**config.mk**
```make
export PLATFORM = sky130hd
export DESIGN_NAME = ysyx_23060075_mem_arbiter
export DESIGN_NICKNAME = d
export VERILOG_FILES = /design/src/rtl/ysyx_23060075_mem_arbiter.sv
export SDC_FILE = /design/constraint.sdc
export NUM_CORES = 1
export LEC_CHECK = 0
export CORE_AREA = 2 2 115 117
export CTS_BUF_LIST = sky130_fd_sc_hd__clkbuf_8
export DETAILED_ROUTE_END_ITERATION = 7
export DIE_AREA = 0 0 117 119
export PLACE_DENSITY_LB_ADDON = 0.12
export SLEW_MARGIN = 20
export SYNTH_ARGS = -nofsm -noshare
export SYNTH_HDL_FRONTEND = slang
export SYNTH_SLANG_ARGS = --single-unit
```
**constraint.sdc**
```tcl
create_clock -name clk -period 4.3 [get_ports clk]
set_input_delay 0.645 -clock clk [delete_from_list [all_inputs] [get_ports clk]]
set_output_delay 0.645 -clock clk [all_outputs]
set_load 0.005 [all_outputs]
```
**src/rtl/ysyx_23060075_mem_arbiter.sv**
```systemverilog
// Round-robin N_CH-to-1 memory arbiter with a single outstanding transaction.
// Optional misalignment trapping enabled by defining YSYX_23060075_MEM_ALIGN_CHECK_EN.
module ysyx_23060075_mem_arbiter #(
    parameter int N_CH = 2,
    parameter int DW   = 32,
    parameter int AW   = 32
) (
    input  logic                 clk,
    input  logic                 rst,
    input  logic [N_CH-1:0]      m_req_valid,
    output logic [N_CH-1:0]      m_req_ready,
    input  logic [N_CH*AW-1:0]   m_addr,
    input  logic [N_CH-1:0]      m_wen,
    input  logic [N_CH*2-1:0]    m_size,
    input  logic [N_CH*DW-1:0]   m_wdata,
    input  logic [N_CH*DW/8-1:0] m_wmask,
    output logic [N_CH-1:0]      m_rsp_valid,
    input  logic [N_CH-1:0]      m_rsp_ready,
    output logic [DW-1:0]        m_rdata,
    output logic                 m_rsp_err,
    output logic                 mem_req_valid,
    input  logic                 mem_req_ready,
    output logic [AW-1:0]        mem_addr,
    output logic                 mem_wen,
    output logic [DW-1:0]        mem_wdata,
    output logic [DW/8-1:0]      mem_wmask,
    input  logic                 mem_rsp_valid,
    input  logic [DW-1:0]        mem_rdata,
    output logic [7:0]           err_cnt
);
    localparam int PW = (N_CH > 1) ? $clog2(N_CH) : 1;
    localparam int MW = DW / 8;

    typedef enum logic [1:0] {
        IDLE  = 2'd0,
        ISSUE = 2'd1,
        WAIT  = 2'd2,
        RESP  = 2'd3
    } state_e;

    state_e          state_q, state_d;
    logic [PW-1:0]   rr_ptr_q, rr_ptr_d;
    logic [PW-1:0]   gnt_q, gnt_d;
    logic [AW-1:0]   addr_q, addr_d;
    logic            wen_q, wen_d;
    logic [DW-1:0]   wdata_q, wdata_d;
    logic [MW-1:0]   wmask_q, wmask_d;
    logic [DW-1:0]   rdata_q, rdata_d;
    logic            err_q, err_d;
    logic [7:0]      err_cnt_q, err_cnt_d;

    logic            found_s;
    logic [PW-1:0]   gnt_idx_s;
    logic [AW-1:0]   sel_addr_s;
    logic            sel_wen_s;
    logic [1:0]      sel_size_s;
    logic [DW-1:0]   sel_wdata_s;
    logic [MW-1:0]   sel_wmask_s;
    logic [N_CH-1:0] m_req_ready_s;
    logic [N_CH-1:0] m_rsp_valid_s;

`ifdef YSYX_23060075_MEM_ALIGN_CHECK_EN
    // A dword access cannot be carried on a 32-bit data path.
    function automatic logic misaligned(input logic [AW-1:0] a, input logic [1:0] sz);
        case (sz)
            2'd0:    misaligned = 1'b0;
            2'd1:    misaligned = a[0];
            2'd2:    misaligned = |a[1:0];
            2'd3:    misaligned = (|a[2:0]) || (DW == 32);
            default: misaligned = 1'b1;
        endcase
    endfunction
`else
    logic unused_size_s;
    assign unused_size_s = ^sel_size_s;
`endif

    // Round-robin search: first valid channel at or above rr_ptr, wrapping.
    always_comb begin
        int idx;
        idx         = 0;
        found_s     = 1'b0;
        gnt_idx_s   = '0;
        sel_addr_s  = '0;
        sel_wen_s   = 1'b0;
        sel_size_s  = 2'd0;
        sel_wdata_s = '0;
        sel_wmask_s = '0;
        for (int k = 0; k < N_CH; k++) begin
            idx = int'(rr_ptr_q) + k;
            if (idx >= N_CH) begin
                idx = idx - N_CH;
            end else begin
                idx = idx;
            end
            if (!found_s && m_req_valid[idx]) begin
                found_s     = 1'b1;
                gnt_idx_s   = PW'(idx);
                sel_addr_s  = m_addr[idx*AW +: AW];
                sel_wen_s   = m_wen[idx];
                sel_size_s  = m_size[idx*2 +: 2];
                sel_wdata_s = m_wdata[idx*DW +: DW];
                sel_wmask_s = m_wmask[idx*MW +: MW];
            end else begin
                found_s = found_s;
            end
        end
    end

    // Next-state and request-latching logic.
    always_comb begin
        state_d       = state_q;
        rr_ptr_d      = rr_ptr_q;
        gnt_d         = gnt_q;
        addr_d        = addr_q;
        wen_d         = wen_q;
        wdata_d       = wdata_q;
        wmask_d       = wmask_q;
        rdata_d       = rdata_q;
        err_d         = err_q;
        err_cnt_d     = err_cnt_q;
        m_req_ready_s = '0;
        case (state_q)
            IDLE: begin
                if (found_s) begin
                    m_req_ready_s[gnt_idx_s] = 1'b1;
                    gnt_d   = gnt_idx_s;
                    addr_d  = sel_addr_s;
                    wen_d   = sel_wen_s;
                    wdata_d = sel_wdata_s;
                    wmask_d = sel_wmask_s;
`ifdef YSYX_23060075_MEM_ALIGN_CHECK_EN
                    if (misaligned(sel_addr_s, sel_size_s)) begin
                        state_d = RESP;
                        err_d   = 1'b1;
                        rdata_d = '0;
                        if (err_cnt_q != 8'hFF) begin
                            err_cnt_d = err_cnt_q + 8'd1;
                        end else begin
                            err_cnt_d = err_cnt_q;
                        end
                    end else begin
                        state_d = ISSUE;
                        err_d   = 1'b0;
                    end
`else
                    state_d = ISSUE;
                    err_d   = 1'b0;
`endif
                end else begin
                    state_d = IDLE;
                end
            end
            ISSUE: begin
                if (mem_req_ready) begin
                    state_d = WAIT;
                end else begin
                    state_d = ISSUE;
                end
            end
            WAIT: begin
                if (mem_rsp_valid) begin
                    state_d = RESP;
                    rdata_d = mem_rdata;
                end else begin
                    state_d = WAIT;
                end
            end
            RESP: begin
                if (m_rsp_ready[gnt_q]) begin
                    state_d = IDLE;
                    if (gnt_q == PW'(N_CH - 1)) begin
                        rr_ptr_d = '0;
                    end else begin
                        rr_ptr_d = gnt_q + PW'(1);
                    end
                end else begin
                    state_d = RESP;
                end
            end
            default: state_d = IDLE;
        endcase
    end

    // One-hot response valid towards the granted channel.
    always_comb begin
        m_rsp_valid_s = '0;
        if (rst && (state_q == RESP)) begin
            m_rsp_valid_s[gnt_q] = 1'b1;
        end else begin
            m_rsp_valid_s = '0;
        end
    end

    // State register with synchronous active-low reset.
    always_ff @(posedge clk) begin
        if (!rst) begin
            state_q   <= IDLE;
            rr_ptr_q  <= '0;
            gnt_q     <= '0;
            addr_q    <= '0;
            wen_q     <= 1'b0;
            wdata_q   <= '0;
            wmask_q   <= '0;
            rdata_q   <= '0;
            err_q     <= 1'b0;
            err_cnt_q <= 8'd0;
        end else begin
            state_q   <= state_d;
            rr_ptr_q  <= rr_ptr_d;
            gnt_q     <= gnt_d;
            addr_q    <= addr_d;
            wen_q     <= wen_d;
            wdata_q   <= wdata_d;
            wmask_q   <= wmask_d;
            rdata_q   <= rdata_d;
            err_q     <= err_d;
            err_cnt_q <= err_cnt_d;
        end
    end

    // Handshake outputs are forced low while reset is asserted.
    assign m_req_ready   = rst ? m_req_ready_s : '0;
    assign m_rsp_valid   = m_rsp_valid_s;
    assign mem_req_valid = rst && (state_q == ISSUE);
    assign mem_addr      = addr_q;
    assign mem_wen       = wen_q;
    assign mem_wdata     = wdata_q;
    assign mem_wmask     = wmask_q;
    assign m_rdata       = rdata_q;
    assign m_rsp_err     = err_q;
    assign err_cnt       = err_cnt_q;
endmodule
```
**Yosys cells after proc, flatten, opt, wreduce, memory -nomap -nowiden**

Index checks and enable logic that the tools add are counted.

- Flip-flop bits (word level): 105
- Bits in latches: 0
- Memory bits (writable): 0
- Bits in read-only memories: 0
- Bits of input ports: 182
- Output and inout port bits: 115
- Word-level logic and storage cells: 81
- Memories: 0

- Add/subtract/negate cells: 4
- $mul: 0
- Div/mod/pow operators: 0
- Order comparisons: 8
- Equality and inequality tests: 3
- Shift-type cells: 6
- Multiplexer cells: 42
- Bitwise operators: 0
- Reductions and logical operators: 10

Operator list:

| operator | count |
|---|---|
| $shiftx 64x32->32 | 4 |
| $mux 32 | 6 |
| $lt 32x3->1 const B | 2 |
| $shiftx 8x32->4 | 2 |
| $mux 1 | 25 |
| $mux 2 | 6 |
| $mux 4 | 2 |
| $pmux 2 s4 | 1 |
| $reduce_and 2->1 | 3 |
| $logic_and 1x1->1 | 5 |
| $eq 2x2->1 const B | 2 |
| $lt 1x2->1 const B | 2 |
| $sub 1x2->3 const B | 1 |
| $sub 2x2->3 const B | 1 |
| $add 1x1->2 const B | 1 |
| $demux 1 s1 | 2 |
| $eq 2x1->1 const B | 1 |
| $ge 1x1->1 const B | 2 |
| $ge 1x2->1 const B | 1 |
| $ge 2x2->1 const B | 1 |
| $logic_not 2->1 | 1 |
| $add 1x1->1 const B | 1 |
| $logic_not 1->1 | 1 |

**Depth between registers and ports, before layout**

Gate-level depths: netlist of run 1.

- Depth in word-level cells: 16
- Depth in mapped cells: 7
- Gate-level depth less buffers: 3

**Least setup slack after synthesis of run 1**

No wires, ideal clock.

- Kind: in2out
- From: input port m_req_valid[1]
- To: output port m_req_ready[1]
- Arrival time: 1.651 ns
- Data required time: 3.655 ns
- Path slack: 2.004 ns
- Cell stages on the path: 7
- Path buffers: 4
- Path through: buf_6 -> or2_1 -> buf_6 -> and2_4 -> buf_12 -> buf_12 -> nor3b_1

- Cells in the longest elaborated chain, start to end: 14
- Elaborated cells between the ends (all ways): 20
- Those cells by class: order compare: 2; mux: 15; reduce/logical: 3

RTL lines:

| what | RTL line | RTL |
|---|---|---|
| from (decl) | 10 | `input logic [N_CH-1:0] m_req_valid,` |
| $mux 1 (implied by the code) (3 in series) | 96 | `if (!found_s && m_req_valid[idx]) begin` |
| $mux 1 | 96 |  |
| $logic_not 1->1 | 96 |  |
| $logic_and 1x1->1 | 96 |  |
| $mux 1 | 96 |  |
| $lt 1x2->1 (implied by the code) or $ge 1x1->1 (tied branches) | 126 | `m_req_ready_s[gnt_idx_s] = 1'b1;` |
| $logic_and 1x1->1 (implied by the code) | 126 |  |
| $mux 1 (implied by the code) | 126 |  |
| $demux 1 s1 | 126 |  |
| $mux 2 (*) | 125 | `if (found_s) begin` |
| $mux 2 (*) | 123 | `case (state_q)` |
| $mux 2 (*) | 223 | `assign m_req_ready = rst ? m_req_ready_s : '0;` |
| to (decl) | 11 | `output logic [N_CH-1:0] m_req_ready,` |

Mark *: on every way between the ends. The rest lies on a longest branch, timed or not. The select of a mux whose other input is x is not followed.

**Final worst setup path of run 1**

- From: input port rst
- To: output port m_req_ready[1]

- Cells in the longest elaborated chain, start to end: 1

RTL lines:

| what | RTL line | RTL |
|---|---|---|
| from (decl) | 9 | `input logic rst,` |
| $mux 2 | 223 |  |

Every way passes these cells.

==> out/results.ini, run 1 <==
[critical_path]
path_class = in -> out
max_stage_delay_ns = 0.60
cpMaxStageDelayCell = inv_4
path_max_fanout = 51
crit_buf_inv = 3
startpoint_type = input port
end_kind = primary output
reg2reg_slack_ns = 2.19
cp.required_ns = 3.65
cp_cell_sequence = clkdlybuf4s50_1, inv_4, nor3b_1, clkdlybuf4s50_1
worst_path_most_repeated_cell = clkdlybuf4s50_1
crit_family = buffers and inverters
cp.arrival_ns = 2.40

[clock_network]
holdBufCountCts = 0
clockBufferDepth = 2
worstSkewPairLatency_ns = 0.37
clkTransAtPathRegs_ns = 0.09
post_cts_buffers = 0
cts_root_buffer = clkbuf_8
cts_buffers = 9
tritoncts = done
htree_levels = 3
clock-sinks = 105
cts.repair.resized = 0

[power]
power.density_nw_per_um2 = 326
vdd_drop_max_mv = 0.180
seq_power_share_pct = 43.5
leakage_nw = 2.58
intPower_mw = 1.83
p_switching_mw = 0.743
swShare_pct = 28.9
combPwrFrac_pct = 30.4
clkPwrFrac_pct = 26.2

[timing]
slew_violations = 0
max-slew-margin-rel_pct = 26.5
fin_setup_tns_ns = 0
timing.final.crit_period_ns = 3.05
rsz0062_at_grt = false
setup-violations-final = 0
post-route-period-util_pct = 70.8
worst_pin_slew_ns = 1.10
fmax_ghz = 0.328
hold_viol = 0
hold_ws_ns = 0.458
fin_skew_ns = 0.00937

[die]
io_pins = 297
die_h_um = 119
fp.dieW_um = 117
num_rows = 42
initial_utilization_pct = 38.6
coreArea_um2 = 12900
die-area_um2 = 13900

[cells_and_area]
regArea_um2 = 2100
fillers = 1094
area_delta_synth_final_pct = 58.9
insertedDiodeCount = 0
multi_input_area_um2 = 2440
mostFrequentLayoutCell = clkdlybuf4s50_1
final_core_util_pct = 61.3
final_cell_mix = clkdlybuf4s50_1, a21oi_1, dfxtp_1
drive_above_1_share_pct = 13.5
nets = 933

[routing]
drc = 0
dr.pass1.iters = 5
final_antenna_net_count = 0
wl_met2_mm = 8.15
dr_wl_met3_mm = 1.38
top_layer_used = met4
viasPerCell = 5.36
routed_wl_mm = 16.4
routedWlPerCell_um = 17.6
drtIter0Drc = 247
drt-met1-wl_mm = 6.55
dr_total_vias = 4992

[yosys]
ys.flop_type = dfxtp_1
async_flop_share_pct = 0
synth_seq_cells = 105
syn-cell-area_um2 = 4970
netlist_instances = 513
yosysSeqAreaShare_pct = 42.3
ys_types = 32
synth.avg_cell_area_um2 = 9.68
synth_warnings = 0
synth-edff-count = 0

[global_route]
grt_pass1_vias = 4999
groute.usage.overall_pct = 22.9
antenna_found_initial = 0
overflow = 0
grt_pass1_wl_mm = 25.2
grt_start_max_net_pins = 72

[placed_design]
hpwlAfterDp_mm = 11.4
place_congestion = 0.746
port_buffers = 283

[run]
maxCapViolations = 0

[worst_hold_path]
hold_path_class = reg -> reg

[status]
status = complete, no violations

## synth_stat cells, types with 2 or more instances
cell type  number  area (um^2)
a21oi_1       106          531
dfxtp_1       105         2100
a211oi_2       69          863
a32oi_1        69          604
nand2_1        67          251
clkbuf_1       47          176
buf_4          10         75.1
buf_12          8          160
buf_2           6         30.0
nor2_1          3         11.3
buf_6           2         22.5
## layout make-up
class / instances / share of cell area, %
inverter: 2 / 0.127
multi-input combinational: 341 / 30.9
sequential: 105 / 26.6
clock inverter: 7 / 1.19
tap: 176 / 2.79
timing repair buffer: 292 / 36.8
clock buffer: 9 / 1.57
## flip-flops by register name (all words and copies together), names as in the netlist
register and count:
m_rdata 32, state_q 2, mem_addr 32, mem_wdata 32
mem_wmask 4, mem_wen 1, gnt_q 1, rr_ptr_q 1
## kinds of logic (layout without fill, tap and decap cells)
group                  after synthesis  count (layout)  share of synthesized area [%]
flip-flops                         105             105                           42.3
other                                1               9                         0.0755
AO/OA/AOI/OAI                      249             249                           41.0
AND/OR/NAND/NOR                     82              82                           6.90
multiplexers                         1               1                          0.202
buffers and inverters               75             310                           9.50
## worst reg2reg max path, cell delays in order, from the launching register on
cell and delay [ns]:
dfxtp_1 0.37, a21boi_4 0.75, buf_4 0.48, a32oi_1 0.17, a211oi_2 0.27
## stage by stage
step / std cells / total power [mW] / worst slack [ns] / cell area [um^2]
after floorplan: 521 / 1.54 / 2.00 / 5000
after detailed placement: 916 / 1.92 / 1.25 / 7670
after CTS: 932 / 2.59 / 1.25 / 7890
after global routing: 932 / 2.69 / 1.16 / 7890
final: 932 / 2.57 / 1.25 / 7890
after global placement: 915 / 1.90 / 1.26 / 7660
## routing by layer
layer	track usage [%]	vias up
li1	-	2412
met1	25.6	2359
met2	40.8	198
met3	6.72	23
met4	7.57	0
met5	0	-
## power by group through the flow
stage | Combinational [mW] | Sequential [mW] | Clock, mW
floorplan | 0.400 | 1.14 | 0
finish | 0.780 | 1.12 | 0.673
global route | 0.839 | 1.13 | 0.726
CTS | 0.788 | 1.12 | 0.690
detailed placement | 0.786 | 1.14 | 0
global placement | 0.768 | 1.13 | 0
## worst paths after layout
check,startpoint,end,depth (start not counted)
hold / removal,m_rdata[16]$_SDFFE_PN0P_,m_rdata[16]$_SDFFE_PN0P_,2
setup / recovery,rst,m_req_ready[1],4
hold reg to reg,m_rdata[16]$_SDFFE_PN0P_,m_rdata[16]$_SDFFE_PN0P_,2
setup reg to reg,rr_ptr_q$_SDFFE_PN0P_,mem_addr[9]$_SDFFE_PN0P_,4
No activity file was read; power rests on OpenSTA's default activity.
==> run 2: changes to the inputs <==
--- a/config.mk
+++ b/config.mk
@@ -5,10 +5,10 @@
 export SDC_FILE = /design/constraint.sdc
 export NUM_CORES = 1
 export LEC_CHECK = 0
-export CORE_AREA = 2 2 115 117
+export CORE_MARGIN = 2
+export CORE_UTILIZATION = 35
 export CTS_BUF_LIST = sky130_fd_sc_hd__clkbuf_8
 export DETAILED_ROUTE_END_ITERATION = 7
-export DIE_AREA = 0 0 117 119
 export PLACE_DENSITY_LB_ADDON = 0.12
 export SLEW_MARGIN = 20
 export SYNTH_ARGS = -nofsm -noshare
==> constraint.sdc (replaced) <==
create_clock -name clk -period 2.7 [get_ports clk]
set_input_delay 0.405 -clock clk [delete_from_list [all_inputs] [get_ports clk]]
set_output_delay 0.405 -clock clk [all_outputs]
set_load 0.005 [all_outputs]
==> run 2 against run 1 <==
Sequential power up 59%. Highest routed layer unchanged. Largest cell class unchanged. Core utilization shrank 4.2 points. Critical endpoint is now m_req_ready[0]. Sequential share of layout area fell by 0.11 points. Design area grew 0.43%. Hold slack barely moved. Power grew 60%. Non-clock buffer count rose by 2. Count of clock-buffer cells in the layout is the same. Clock skew is 0.0041 ns lower. Critical path depth rose by 1.
==> out/results.ini, run 2 (synthesis results as in run 1) <==
[timing]
timing.final.crit_period_ns = 2.37
post-route-period-util_pct = 88.0
max-slew-margin-rel_pct = 47.1  ; +21 points
hold_viol = 0  ; unchanged
setup_ws_ns = 0.325  ; -0.930 ns
rsz0062_at_grt = false
fin_skew_ns = 0.00525  ; -0.00413 ns
slew_violations = 0  ; unchanged
fin_setup_tns_ns = 0  ; unchanged
worst_pin_slew_ns = 0.794  ; -0.309 ns
hold_ws_ns = 0.458  ; -0.000438 ns
fmax_ghz = 0.421
setup-violations-final = 0  ; unchanged

[routing]
routed_wl_mm = 16.5  ; +0.79%
dr_total_vias = 4934  ; -1.2%
drtIter0Drc = 251  ; +1.6%
final_antenna_net_count = 0  ; unchanged
dr.pass1.iters = 4  ; -1
drc = 0  ; unchanged
viasPerCell = 5.26  ; -1.8%
routedWlPerCell_um = 17.6  ; +0.15%

[critical_path]
end_kind = primary output
cp.arrival_ns = 1.97  ; -0.43 ns
cp.required_ns = 2.30  ; -1.35 ns
startpoint_type = input port
path_max_fanout = 4  ; -92%
path_class = in -> out

[clock_network]
htree_levels = 3  ; unchanged
worstSkewPairLatency_ns = 0.38  ; about the same
cts_root_buffer = clkbuf_8
clockBufferDepth = 2  ; unchanged
clock-sinks = 105  ; unchanged
cts_buffers = 9  ; unchanged
holdBufCountCts = 0  ; unchanged
clkTransAtPathRegs_ns = 0.11  ; +0.02 ns
post_cts_buffers = 0  ; unchanged
cts.repair.resized = 0  ; unchanged
tritoncts = done

[placed_design]
placed_area_um2 = 7700  ; +0.33%
port_buffers = 283  ; unchanged
hpwlAfterDp_mm = 11.4  ; +0.25%
place_ws_ns = 0.307  ; -0.944 ns
dp.cells = 922  ; +0.66%
place_congestion = 0.759  ; +1.8%

[cells_and_area]
insertedDiodeCount = 0  ; unchanged
nets = 935  ; +0.21%
stdcell_area_um2 = 7930  ; +0.43%
fillers = 1255  ; +15%
drive_above_1_share_pct = 13.6  ; +0.096 points
regArea_um2 = 2100  ; unchanged
mostFrequentLayoutCell = clkdlybuf4s50_1
final_core_util_pct = 57.1  ; -4.2 points
final_cell_mix = clkdlybuf4s50_1, a21oi_1, dfxtp_1
multi_input_area_um2 = 2440  ; about the same
fin_cells = 938  ; +0.64%
area_delta_synth_final_pct = 59.6

[worst_hold_path]
hold_path_class = reg -> reg

[power]
vdd_drop_max_mv = 0.293  ; +62%
leakage_nw = 2.61  ; +0.79%
power.density_nw_per_um2 = 520  ; +60%
power_mw = 4.12  ; +60%

[global_route]
grt_pass1_wl_mm = 25.2  ; unchanged
groute.usage.overall_pct = 21.1  ; -1.8 points
antenna_found_initial = 0  ; unchanged
grt_pass1_vias = 5044  ; +0.90%
grt_start_max_net_pins = 105  ; +46%
overflow = 0  ; unchanged

[die]
die-area_um2 = 15200  ; +8.9%
io_pins = 297  ; unchanged
initial_utilization_pct = 35.8  ; -2.8 points
coreArea_um2 = 13900  ; +7.8%
die_h_um = 123  ; +3.5%
num_rows = 43  ; +2.4%
fp.dieW_um = 123  ; +5.2%

[run]
maxCapViolations = 0  ; unchanged

[status]
status = complete, no violations

## run 2: cell types whose count changed in the layout (fill, tap and decap cells not counted)
cell	delta
clkinv_2	-2
buf_8	-1
and3b_2	-1
clkinvlp_4	-2
and3b_1	+1
buf_12	+1
buf_4	+2
clkinv_4	+4
## run 2: per-layer routing
layer | global-route usage (%) | wire [um] | up-vias
li1 | - | - | 2410
met1 | 22.7 | 6320 | 2323
met2 | 39.0 | 8390 | 181
met3 | 6.32 | 1510 | 20
met4 | 7.32 | 303 | 0
met5 | 0 | 0 | -
## run 2: final cells by class
type,count,share of cell area (%)
clock buffers,9,1.56
multi-input cells,341,30.8
well taps,180,2.84
repair buffers,294,36.9
clock inverters,7,1.31
flip-flops and latches,105,26.5
inverters,2,0.126
## run 2: final timing paths
kind	cells after the start	to	slack (ns)	startpoint
worst max-delay path	5	m_req_ready[0]	0.33	m_req_valid[0]
worst min-delay path	2	m_rdata[1]$_SDFFE_PN0P_	0.46	m_rdata[1]$_SDFFE_PN0P_
worst max register to register	4	mem_wdata[20]$_SDFFE_PN0P_	0.85	rr_ptr_q$_SDFFE_PN0P_
worst min register to register	2	m_rdata[1]$_SDFFE_PN0P_	0.46	m_rdata[1]$_SDFFE_PN0P_
## run 2: worst max-delay path, stage by stage
cell	delay [ns]
clkdlybuf4s50_1	0.45
or2_2	0.33
and2_4	0.15
and3_1	0.17
clkdlybuf4s50_1	0.47
## run 2: power by group
group / switching (mW) / internal, mW / total [mW]
clock network: 0.572 / 0.532 / 1.10
logic: 0.550 / 0.692 / 1.24
registers: 0.0793 / 1.70 / 1.78
total: 1.20 / 2.92 / 4.12
